### config.mk
export PLATFORM = sky130hd
export DESIGN_NAME = id_decode_queue_flat
export DESIGN_NICKNAME = d
export VERILOG_FILES = /design/src/rtl/id_pkg.sv /design/src/rtl/id_decode_queue_if.sv /design/src/rtl/id_fwd_mux.sv /design/src/rtl/id_decode_queue.sv /design/src/flat_wrapper.sv
export SDC_FILE = /design/constraint.sdc
export NUM_CORES = 1
export LEC_CHECK = 0
export CAP_MARGIN = 10
export CORE_UTILIZATION = 42
export DETAILED_ROUTE_END_ITERATION = 6
export PLACE_DENSITY = 0.68
export SLEW_MARGIN = 10
export SYNTH_ARGS = -nofsm -noshare
export SYNTH_HDL_FRONTEND = slang
export SYNTH_SLANG_ARGS = --single-unit
export TNS_END_PERCENT = 50
### constraint.sdc
create_clock -name clk_i -period 5.4 [get_ports clk_i]
set_input_delay 1.35 -clock clk_i [delete_from_list [all_inputs] [get_ports clk_i]]
set_output_delay 1.35 -clock clk_i [all_outputs]
set_load 0.01 [all_outputs]
### src/rtl/id_pkg.sv
// Decode constants and the instruction-queue entry type shared by the ID stage.
package id_pkg;

  localparam logic [5:0] OP_REGIMM = 6'b000001;
  localparam logic [5:0] OP_BEQ    = 6'b000100;
  localparam logic [5:0] OP_BNE    = 6'b000101;
  localparam logic [5:0] OP_BLEZ   = 6'b000110;
  localparam logic [5:0] OP_BGTZ   = 6'b000111;

  localparam logic [4:0] RT_BLTZ   = 5'b00000;
  localparam logic [4:0] RT_BGEZ   = 5'b00001;

  typedef struct packed {
    logic [31:0] instr;
    logic [31:0] pc4;
  } q_entry_t;

  // Logical immediates (opcode bits [29:28] == 11) are zero-extended.
  function automatic logic [31:0] ext_imm(input logic [1:0] sel, input logic [15:0] imm);
    if (sel == 2'b11) return {16'h0000, imm};
    return {{16{imm[15]}}, imm};
  endfunction

endpackage

### src/rtl/id_decode_queue_if.sv
// Fetch-side push channel and execute-side decoded-instruction channel of the ID queue.
interface id_decode_queue_if #(parameter int XLEN = 32);

  logic            in_valid;
  logic            in_ready;
  logic [XLEN-1:0] in_instr;
  logic [31:0]     in_pc4;

  logic            out_valid;
  logic            out_ready;
  logic [XLEN-1:0] out_instr;
  logic [31:0]     out_pc4;
  logic [XLEN-1:0] out_rdata1;
  logic [XLEN-1:0] out_rdata2;
  logic [31:0]     out_sign_imm;
  logic [31:0]     out_branch_addr;
  logic            out_is_branch;
  logic            out_branch_taken;

  modport master (
    output in_valid, in_instr, in_pc4, out_ready,
    input  in_ready, out_valid, out_instr, out_pc4, out_rdata1, out_rdata2,
           out_sign_imm, out_branch_addr, out_is_branch, out_branch_taken
  );

  modport slave (
    input  in_valid, in_instr, in_pc4, out_ready,
    output in_ready, out_valid, out_instr, out_pc4, out_rdata1, out_rdata2,
           out_sign_imm, out_branch_addr, out_is_branch, out_branch_taken
  );

endinterface

### src/rtl/id_fwd_mux.sv
// Priority bypass for one source operand; index 0 is the youngest source and wins.
// pending_o flags that the winning source has not produced its result yet.
module id_fwd_mux #(
  parameter int NUM_FWD = 3,
  parameter int XLEN    = 32
) (
  input  logic [4:0]            raddr_i,
  input  logic [XLEN-1:0]       rf_rdata_i,
  input  logic [NUM_FWD-1:0]    fwd_we_i,
  input  logic [NUM_FWD-1:0]    fwd_pending_i,
  input  logic [NUM_FWD*5-1:0]  fwd_waddr_i,
  input  logic [NUM_FWD*XLEN-1:0] fwd_wdata_i,
  output logic [XLEN-1:0]       data_o,
  output logic                  pending_o
);

  logic w_hit;

  always_comb begin
    data_o    = rf_rdata_i;
    pending_o = 1'b0;
    w_hit     = 1'b0;
    if (raddr_i == 5'd0) begin
      data_o = '0;
    end else begin
      for (int i = 0; i < NUM_FWD; i++) begin
        if (!w_hit && fwd_we_i[i] && (fwd_waddr_i[i*5 +: 5] == raddr_i)) begin
          w_hit     = 1'b1;
          data_o    = fwd_wdata_i[i*XLEN +: XLEN];
          pending_o = fwd_pending_i[i];
        end
      end
    end
  end

endmodule

### src/rtl/id_decode_queue.sv
// IF->ID instruction queue whose head is decoded (operands, immediate, branch) into a registered ID/EX slot.
// Push lands at the head one cycle later; issue is held off by a load-use hazard or a full, unaccepted slot.
module id_decode_queue
  import id_pkg::*;
#(
  parameter int DEPTH   = 4,
  parameter int XLEN    = 32,
  parameter int NUM_FWD = 3
) (
  input  logic                      clk_i,
  input  logic                      rst_i,
  input  logic                      flush_i,
  id_decode_queue_if.slave          bus,
  input  logic [NUM_FWD-1:0]        fwd_we_i,
  input  logic [NUM_FWD-1:0]        fwd_pending_i,
  input  logic [NUM_FWD*5-1:0]      fwd_waddr_i,
  input  logic [NUM_FWD*XLEN-1:0]   fwd_wdata_i,
  output logic [4:0]                rf_raddr1_o,
  output logic [4:0]                rf_raddr2_o,
  input  logic [XLEN-1:0]           rf_rdata1_i,
  input  logic [XLEN-1:0]           rf_rdata2_i,
  output logic [$clog2(DEPTH+1)-1:0] count_o
);

  localparam int AW = $clog2(DEPTH);
  localparam int CW = $clog2(DEPTH+1);

  q_entry_t        r_mem [DEPTH];
  logic [AW-1:0]   r_wptr;
  logic [AW-1:0]   r_rptr;
  logic [CW-1:0]   r_count;

  logic            r_out_valid;
  logic [XLEN-1:0] r_out_instr;
  logic [31:0]     r_out_pc4;
  logic [XLEN-1:0] r_out_rdata1;
  logic [XLEN-1:0] r_out_rdata2;
  logic [31:0]     r_out_sign_imm;
  logic [31:0]     r_out_branch_addr;
  logic            r_out_is_branch;
  logic            r_out_branch_taken;

  q_entry_t        w_head;
  logic [5:0]      w_op;
  logic [4:0]      w_rs;
  logic [4:0]      w_rt;
  logic [XLEN-1:0] w_a;
  logic [XLEN-1:0] w_b;
  logic            w_pend_a;
  logic            w_pend_b;
  logic            w_hazard;
  logic [31:0]     w_imm;
  logic [31:0]     w_baddr;
  logic            w_is_br;
  logic            w_taken;
  logic            w_full;
  logic            w_push;
  logic            w_issue;

  assign w_head      = r_mem[r_rptr];
  assign w_op        = w_head.instr[31:26];
  assign w_rs        = w_head.instr[25:21];
  assign w_rt        = w_head.instr[20:16];
  assign rf_raddr1_o = w_rs;
  assign rf_raddr2_o = w_rt;

  id_fwd_mux #(.NUM_FWD(NUM_FWD), .XLEN(XLEN)) u_fwd_a (
    .raddr_i       (w_rs),
    .rf_rdata_i    (rf_rdata1_i),
    .fwd_we_i      (fwd_we_i),
    .fwd_pending_i (fwd_pending_i),
    .fwd_waddr_i   (fwd_waddr_i),
    .fwd_wdata_i   (fwd_wdata_i),
    .data_o        (w_a),
    .pending_o     (w_pend_a)
  );

  id_fwd_mux #(.NUM_FWD(NUM_FWD), .XLEN(XLEN)) u_fwd_b (
    .raddr_i       (w_rt),
    .rf_rdata_i    (rf_rdata2_i),
    .fwd_we_i      (fwd_we_i),
    .fwd_pending_i (fwd_pending_i),
    .fwd_waddr_i   (fwd_waddr_i),
    .fwd_wdata_i   (fwd_wdata_i),
    .data_o        (w_b),
    .pending_o     (w_pend_b)
  );

  // Both operands count as used, so a pending rt stalls even an I-type head.
  assign w_hazard = w_pend_a | w_pend_b;

  assign w_imm   = ext_imm(w_head.instr[29:28], w_head.instr[15:0]);
  assign w_baddr = w_head.pc4 + {w_imm[29:0], 2'b00};

  always_comb begin
    w_is_br = 1'b0;
    w_taken = 1'b0;
    case (w_op)
      OP_BEQ: begin
        w_is_br = 1'b1;
        w_taken = (w_a == w_b);
      end
      OP_BNE: begin
        w_is_br = 1'b1;
        w_taken = (w_a != w_b);
      end
      OP_BLEZ: begin
        w_is_br = 1'b1;
        w_taken = w_a[XLEN-1] || (w_a == '0);
      end
      OP_BGTZ: begin
        w_is_br = 1'b1;
        w_taken = !w_a[XLEN-1] && (w_a != '0);
      end
      OP_REGIMM: begin
        if (w_rt == RT_BLTZ) begin
          w_is_br = 1'b1;
          w_taken = w_a[XLEN-1];
        end else if (w_rt == RT_BGEZ) begin
          w_is_br = 1'b1;
          w_taken = !w_a[XLEN-1];
        end
      end
      default: ;
    endcase
  end

  // Ready is derived from occupancy alone; a same-cycle pop does not free a slot.
  assign w_full       = (r_count == CW'(DEPTH));
  assign bus.in_ready = !w_full;
  assign w_push       = bus.in_valid && !w_full && !flush_i;
  assign w_issue      = (r_count != '0) && !w_hazard &&
                        (!r_out_valid || bus.out_ready) && !flush_i;

  always_ff @(posedge clk_i or negedge rst_i) begin
    if (!rst_i) begin
      r_wptr  <= '0;
      r_rptr  <= '0;
      r_count <= '0;
      for (int i = 0; i < DEPTH; i++) r_mem[i] <= '0;
    end else if (flush_i) begin
      r_wptr  <= '0;
      r_rptr  <= '0;
      r_count <= '0;
    end else begin
      if (w_push) begin
        r_mem[r_wptr] <= '{instr: bus.in_instr[31:0], pc4: bus.in_pc4};
        r_wptr        <= r_wptr + AW'(1);
      end
      if (w_issue) r_rptr <= r_rptr + AW'(1);
      r_count <= r_count + CW'(w_push) - CW'(w_issue);
    end
  end

  always_ff @(posedge clk_i or negedge rst_i) begin
    if (!rst_i) begin
      r_out_valid        <= 1'b0;
      r_out_instr        <= '0;
      r_out_pc4          <= '0;
      r_out_rdata1       <= '0;
      r_out_rdata2       <= '0;
      r_out_sign_imm     <= '0;
      r_out_branch_addr  <= '0;
      r_out_is_branch    <= 1'b0;
      r_out_branch_taken <= 1'b0;
    end else if (flush_i) begin
      r_out_valid <= 1'b0;
    end else if (w_issue) begin
      r_out_valid        <= 1'b1;
      r_out_instr        <= XLEN'(w_head.instr);
      r_out_pc4          <= w_head.pc4;
      r_out_rdata1       <= w_a;
      r_out_rdata2       <= w_b;
      r_out_sign_imm     <= w_imm;
      r_out_branch_addr  <= w_baddr;
      r_out_is_branch    <= w_is_br;
      r_out_branch_taken <= w_taken;
    end else if (bus.out_ready) begin
      r_out_valid <= 1'b0;
    end
  end

  assign bus.out_valid        = r_out_valid;
  assign bus.out_instr        = r_out_instr;
  assign bus.out_pc4          = r_out_pc4;
  assign bus.out_rdata1       = r_out_rdata1;
  assign bus.out_rdata2       = r_out_rdata2;
  assign bus.out_sign_imm     = r_out_sign_imm;
  assign bus.out_branch_addr  = r_out_branch_addr;
  assign bus.out_is_branch    = r_out_is_branch;
  assign bus.out_branch_taken = r_out_branch_taken;
  assign count_o              = r_count;

endmodule

### src/flat_wrapper.sv
// flat-port wrapper written by rule: the top's interface ports become plain ports
module id_decode_queue_flat import id_pkg::*;
#(
  parameter int DEPTH   = 4,
  parameter int XLEN    = 32,
  parameter int NUM_FWD = 3
)
  (clk_i, rst_i, flush_i, fwd_we_i, fwd_pending_i, fwd_waddr_i, fwd_wdata_i, rf_raddr1_o, rf_raddr2_o, rf_rdata1_i, rf_rdata2_i, count_o, bus_in_valid, bus_in_instr, bus_in_pc4, bus_out_ready, bus_in_ready, bus_out_valid, bus_out_instr, bus_out_pc4, bus_out_rdata1, bus_out_rdata2, bus_out_sign_imm, bus_out_branch_addr, bus_out_is_branch, bus_out_branch_taken);
  id_decode_queue_if #(.XLEN(XLEN)) bus_i ();
  input  logic clk_i;
  input  logic rst_i;
  input  logic flush_i;
  input  logic [NUM_FWD-1:0] fwd_we_i;
  input  logic [NUM_FWD-1:0] fwd_pending_i;
  input  logic [NUM_FWD*5-1:0] fwd_waddr_i;
  input  logic [NUM_FWD*XLEN-1:0] fwd_wdata_i;
  output logic [4:0] rf_raddr1_o;
  output logic [4:0] rf_raddr2_o;
  input  logic [XLEN-1:0] rf_rdata1_i;
  input  logic [XLEN-1:0] rf_rdata2_i;
  output logic [$clog2(DEPTH+1)-1:0] count_o;
  input wire logic [$bits(bus_i.in_valid)-1:0] bus_in_valid;
  input wire logic [$bits(bus_i.in_instr)-1:0] bus_in_instr;
  input wire logic [$bits(bus_i.in_pc4)-1:0] bus_in_pc4;
  input wire logic [$bits(bus_i.out_ready)-1:0] bus_out_ready;
  output wire logic [$bits(bus_i.in_ready)-1:0] bus_in_ready;
  output wire logic [$bits(bus_i.out_valid)-1:0] bus_out_valid;
  output wire logic [$bits(bus_i.out_instr)-1:0] bus_out_instr;
  output wire logic [$bits(bus_i.out_pc4)-1:0] bus_out_pc4;
  output wire logic [$bits(bus_i.out_rdata1)-1:0] bus_out_rdata1;
  output wire logic [$bits(bus_i.out_rdata2)-1:0] bus_out_rdata2;
  output wire logic [$bits(bus_i.out_sign_imm)-1:0] bus_out_sign_imm;
  output wire logic [$bits(bus_i.out_branch_addr)-1:0] bus_out_branch_addr;
  output wire logic [$bits(bus_i.out_is_branch)-1:0] bus_out_is_branch;
  output wire logic [$bits(bus_i.out_branch_taken)-1:0] bus_out_branch_taken;
  assign bus_i.in_valid = bus_in_valid;
  assign bus_i.in_instr = bus_in_instr;
  assign bus_i.in_pc4 = bus_in_pc4;
  assign bus_i.out_ready = bus_out_ready;
  assign bus_in_ready = bus_i.in_ready;
  assign bus_out_valid = bus_i.out_valid;
  assign bus_out_instr = bus_i.out_instr;
  assign bus_out_pc4 = bus_i.out_pc4;
  assign bus_out_rdata1 = bus_i.out_rdata1;
  assign bus_out_rdata2 = bus_i.out_rdata2;
  assign bus_out_sign_imm = bus_i.out_sign_imm;
  assign bus_out_branch_addr = bus_i.out_branch_addr;
  assign bus_out_is_branch = bus_i.out_is_branch;
  assign bus_out_branch_taken = bus_i.out_branch_taken;
  id_decode_queue #(.DEPTH(DEPTH), .XLEN(XLEN), .NUM_FWD(NUM_FWD)) u_core (.clk_i(clk_i), .rst_i(rst_i), .flush_i(flush_i), .bus(bus_i), .fwd_we_i(fwd_we_i), .fwd_pending_i(fwd_pending_i), .fwd_waddr_i(fwd_waddr_i), .fwd_wdata_i(fwd_wdata_i), .rf_raddr1_o(rf_raddr1_o), .rf_raddr2_o(rf_raddr2_o), .rf_rdata1_i(rf_rdata1_i), .rf_rdata2_i(rf_rdata2_i), .count_o(count_o));
endmodule
==> flow_summary.toml <==
[sta]
period_share_pct = 93.70
worst_slack_ns = 0.3403
max_clock_freq_mhz = 197.6
worst_pin_slew_ns = 1.118
hold_ws_ns = 0.4734
hold_viol = 0
rsz0062_at_grt = "no"
fin_setup_tns_ns = 0
relSlewSlack_pct = 25.45
worst_clock_skew_ns = 0.01238
finalMaxSlewViolations = 0
finalCriticalPeriod_ns = 5.060
final-setup-viol-count = 0

[cts]
clkSinkCount = 425
cts_root_buffer = "clkbuf_16"
numCtsBuffers = 47
cts_buffer_depth = 3
cts_tree = "done"
clk_pin_slew_ns = 0.06
htree_num_levels = 2
clock_latency_ns = 0.58
post_cts.repair.setup_buffers = 0
cts_hold_buf = 0
cts_resized = 0

[die]
num_rows = 84
die_w_um = 232.3
start_util_pct = 42.46
die-height_um = 232.3
io_pins = 459
dieArea_um2 = 53950
fp.coreArea_um2 = 52450

[run]
cap_violations = 0

[global_route]
grt_pass1_vias = 18598
track_usage_pct = 31.21
antenna_found_initial = 12
grt_first_pass_wirelength_mm = 124.4
grt_max_degree = 235
grt-ovfl-total = 0

[drt]
via_per_inst = 5.749
ant_nets = 0
wl_mm = 84.08
dr.pass1.iters = 7
drt-initial-drc-count = 1474
drcViolationCount = 0
wl_per_cell_um = 26.59
via_count = 18178

[synthesis]
synthArstFlopShare_pct = 100.0
avgSynthCellArea_um2 = 11.16
ys_types = 79
syn-cell-area_um2 = 22270
synth_fp_nets = 2282
synth-edff-count = 0
ys.warnings.count = 0
ys_ff_latch = 425
synth_ff_type = "dfrtp_1"
yosysSeqAreaShare_pct = 47.76
netlist_instances = 1995

[setup_path]
rr_worst_depth = 17
critPathBufInv = 4
cp_top_family = "compound AO/OA/AOI/OAI gates"
cp.arrival_ns = 5.58
path_common_cell = "nand4_1"
crit_slowest_cell = "mux4_2"
end_kind = "register"
crit_chain = "buf_12, mux4_2, xnor2_1, nand4_1, buf_4, o22ai_2, buf_12, o31ai_1, a211oi_1, xor2_1, nand4_1, nor3_1, buf_4, nand4_1, o311a_1, a21oi_1, mux2_2"
critPathKind = "register to register"
rr_startpoint = "u_core.r_rptr[0]"
worstPathRequired_ns = 5.92
crit_fanout = 28
critPathLaunchType = "register"
startpoint = "u_core.r_rptr[0]"
cpPeakStageDelay_ns = 0.71
cp_num_cells = 17

[placement]
place_congestion = 1.003
portBuffers = 458
pre_cts_slack_ns = 0.1319
dp_hpwl_mm = 62.15

[power]
finalPower_mw = 19.52
swShare_pct = 40.41
seqPwrFrac_pct = 28.3
p_switching_mw = 7.890
power_frac_comb_pct = 55.1
clkPwrFrac_pct = 16.7
internal-power_mw = 11.63
p_per_area_nw_per_um2 = 663.5
peakVddDrop_uv = 500.3
power.leakage_nw = 12.93

[cells_and_area]
nets = 2719
area_delta_synth_final_pct = 32.13
drive_gt1_share_pct = 21.97

[hold_path]
min-delay-start = "u_core.bus.out_rdata1[3]"
hold_path.class = "register to register"
whs_path_depth = 2

[run_status]
outcome = "completed"
-- flip-flops by register name, summed over array words and instances, names as in the netlist --
| name | flops |
|---|---|
| u_core.bus.out_rdata2 | 32 |
| u_core.bus.out_valid | 1 |
| u_core.r_mem | 256 |
| u_core.bus.out_sign_imm | 17 |
| u_core.r_rptr | 2 |
| u_core.bus.out_instr | 16 |
| u_core.bus.out_pc4 | 30 |
| u_core.r_wptr | 2 |
| u_core.bus.out_branch_addr | 32 |
| u_core.bus.out_branch_taken | 1 |
| u_core.bus.out_rdata1 | 32 |
| u_core.bus.out_is_branch | 1 |
| u_core.count_o | 3 |
-- cells in the mapped netlist, types with 20 or more instances --
library cell | instances | area [um2]
ha_1 | 35 | 437.9
mux4_2 | 62 | 1396
o31ai_1 | 32 | 240.2
mux2_2 | 275 | 3097
inv_1 | 28 | 105.1
o21ai_0 | 111 | 555.5
clkbuf_1 | 81 | 304.0
xnor2_1 | 56 | 490.5
buf_4 | 45 | 337.8
buf_2 | 32 | 160.2
nor2_1 | 50 | 187.7
nor3_1 | 20 | 100.1
xor2_1 | 30 | 262.8
nand2_1 | 364 | 1366
nand3_1 | 26 | 130.1
a21oi_1 | 52 | 260.3
dfrtp_1 | 425 | 10640
-- metal layers --
layer,track usage (%),wire [um],vias up
li1,-,-,8002
met3,5.427,5386,152
met5,0,78,-
met1,40.97,35120,9284
met2,52.01,40880,730
met4,10.36,2614,10
-- power groups by stage --
stage | logic (mW) | clock network (mW) | registers [mW]
2_1_floorplan | 6.46 | 0 | 5.50
3_3_place_gp | 10.5 | 0 | 5.47
3_5_place_dp | 10.7 | 0 | 5.56
4_1_cts | 10.7 | 3.31 | 5.51
5_1_grt | 11.6 | 3.45 | 5.69
6_report | 10.7 | 3.25 | 5.52
-- layout make-up --
class                   instances  area [um2]
diodes                          7       17.52
clock buffers                  67        1373
clock inverters                17       197.7
fillers                      4425       23020
inverters                      28       106.4
multi-input cells            1371       10690
flip-flops and latches        425       10640
well taps                     688       860.8
repair buffers                559        5535
-- worst min-delay path: stages, from the launching register on --
cell and delay [ns]:
dfrtp_1 0.34, nand2_1 0.05, nand2_1 0.05
-- path summary, 6_finish.rpt --
| kind | end | slack [ns] |
|---|---|---|
| max in group asynchronous | u_core.r_mem[243] | 3.30 |
| worst min-delay path | u_core.bus.out_rdata1[3] | 0.47 |
| worst max register to register | u_core.bus.out_branch_taken | 0.34 |
| min in group asynchronous | u_core.r_mem[103] | 0.81 |
| worst min register to register | u_core.bus.out_rdata1[3] | 0.47 |
| worst max-delay path | u_core.bus.out_branch_taken | 0.34 |
-- logic make-up (layout without fill, tap and decap cells) --
logic type | count (synthesis) | count (layout) | share of synthesized area (%)
xor gates and xnor gates | 87 | 87 | 3.455
and+or+nand+nor | 565 | 565 | 11.28
adders and majority gates | 37 | 37 | 2.146
other | 0 | 7 | 0
muxes | 350 | 350 | 20.93
buffers and inverters | 199 | 671 | 4.467
AOI/OAI and AO/OA | 332 | 332 | 9.962
DFF | 425 | 425 | 47.76
-- layout by cell type (no fill, tap or decap), types with 14 or more instances in the layout --
cell type        Yosys  layout
dfrtp_1            425     423
o21ai_0            111     111
a21o_1              14      14
nand2_1            364     360
clkbuf_16            0      48
a21oi_1             52      52
buf_12               1      15
nor2_1              50      48
xor2_1              30      30
nand3_1             26      26
ha_1                35      35
buf_4               45      86
or3_1               19      19
nand4_1             17      17
nor3_1              20      19
inv_1               28      27
mux4_2              62      62
clkdlybuf4s50_1      0     457
xnor2_1             56      56
o31ai_1             32      32
mux2_2             275     275
-- metrics by stage --
step | cell area, um2 | utilization (%) | instances
after CTS | 29410 | 56.07 | 3155
after detailed placement | 27840 | 53.08 | 3071
after global placement | 27840 | 53.08 | 3071
final | 29420 | 56.10 | 3162
after global routing | 29420 | 56.10 | 3161
after floorplan | 22270 | - | 1995
(Power assumes the default switching activity.)
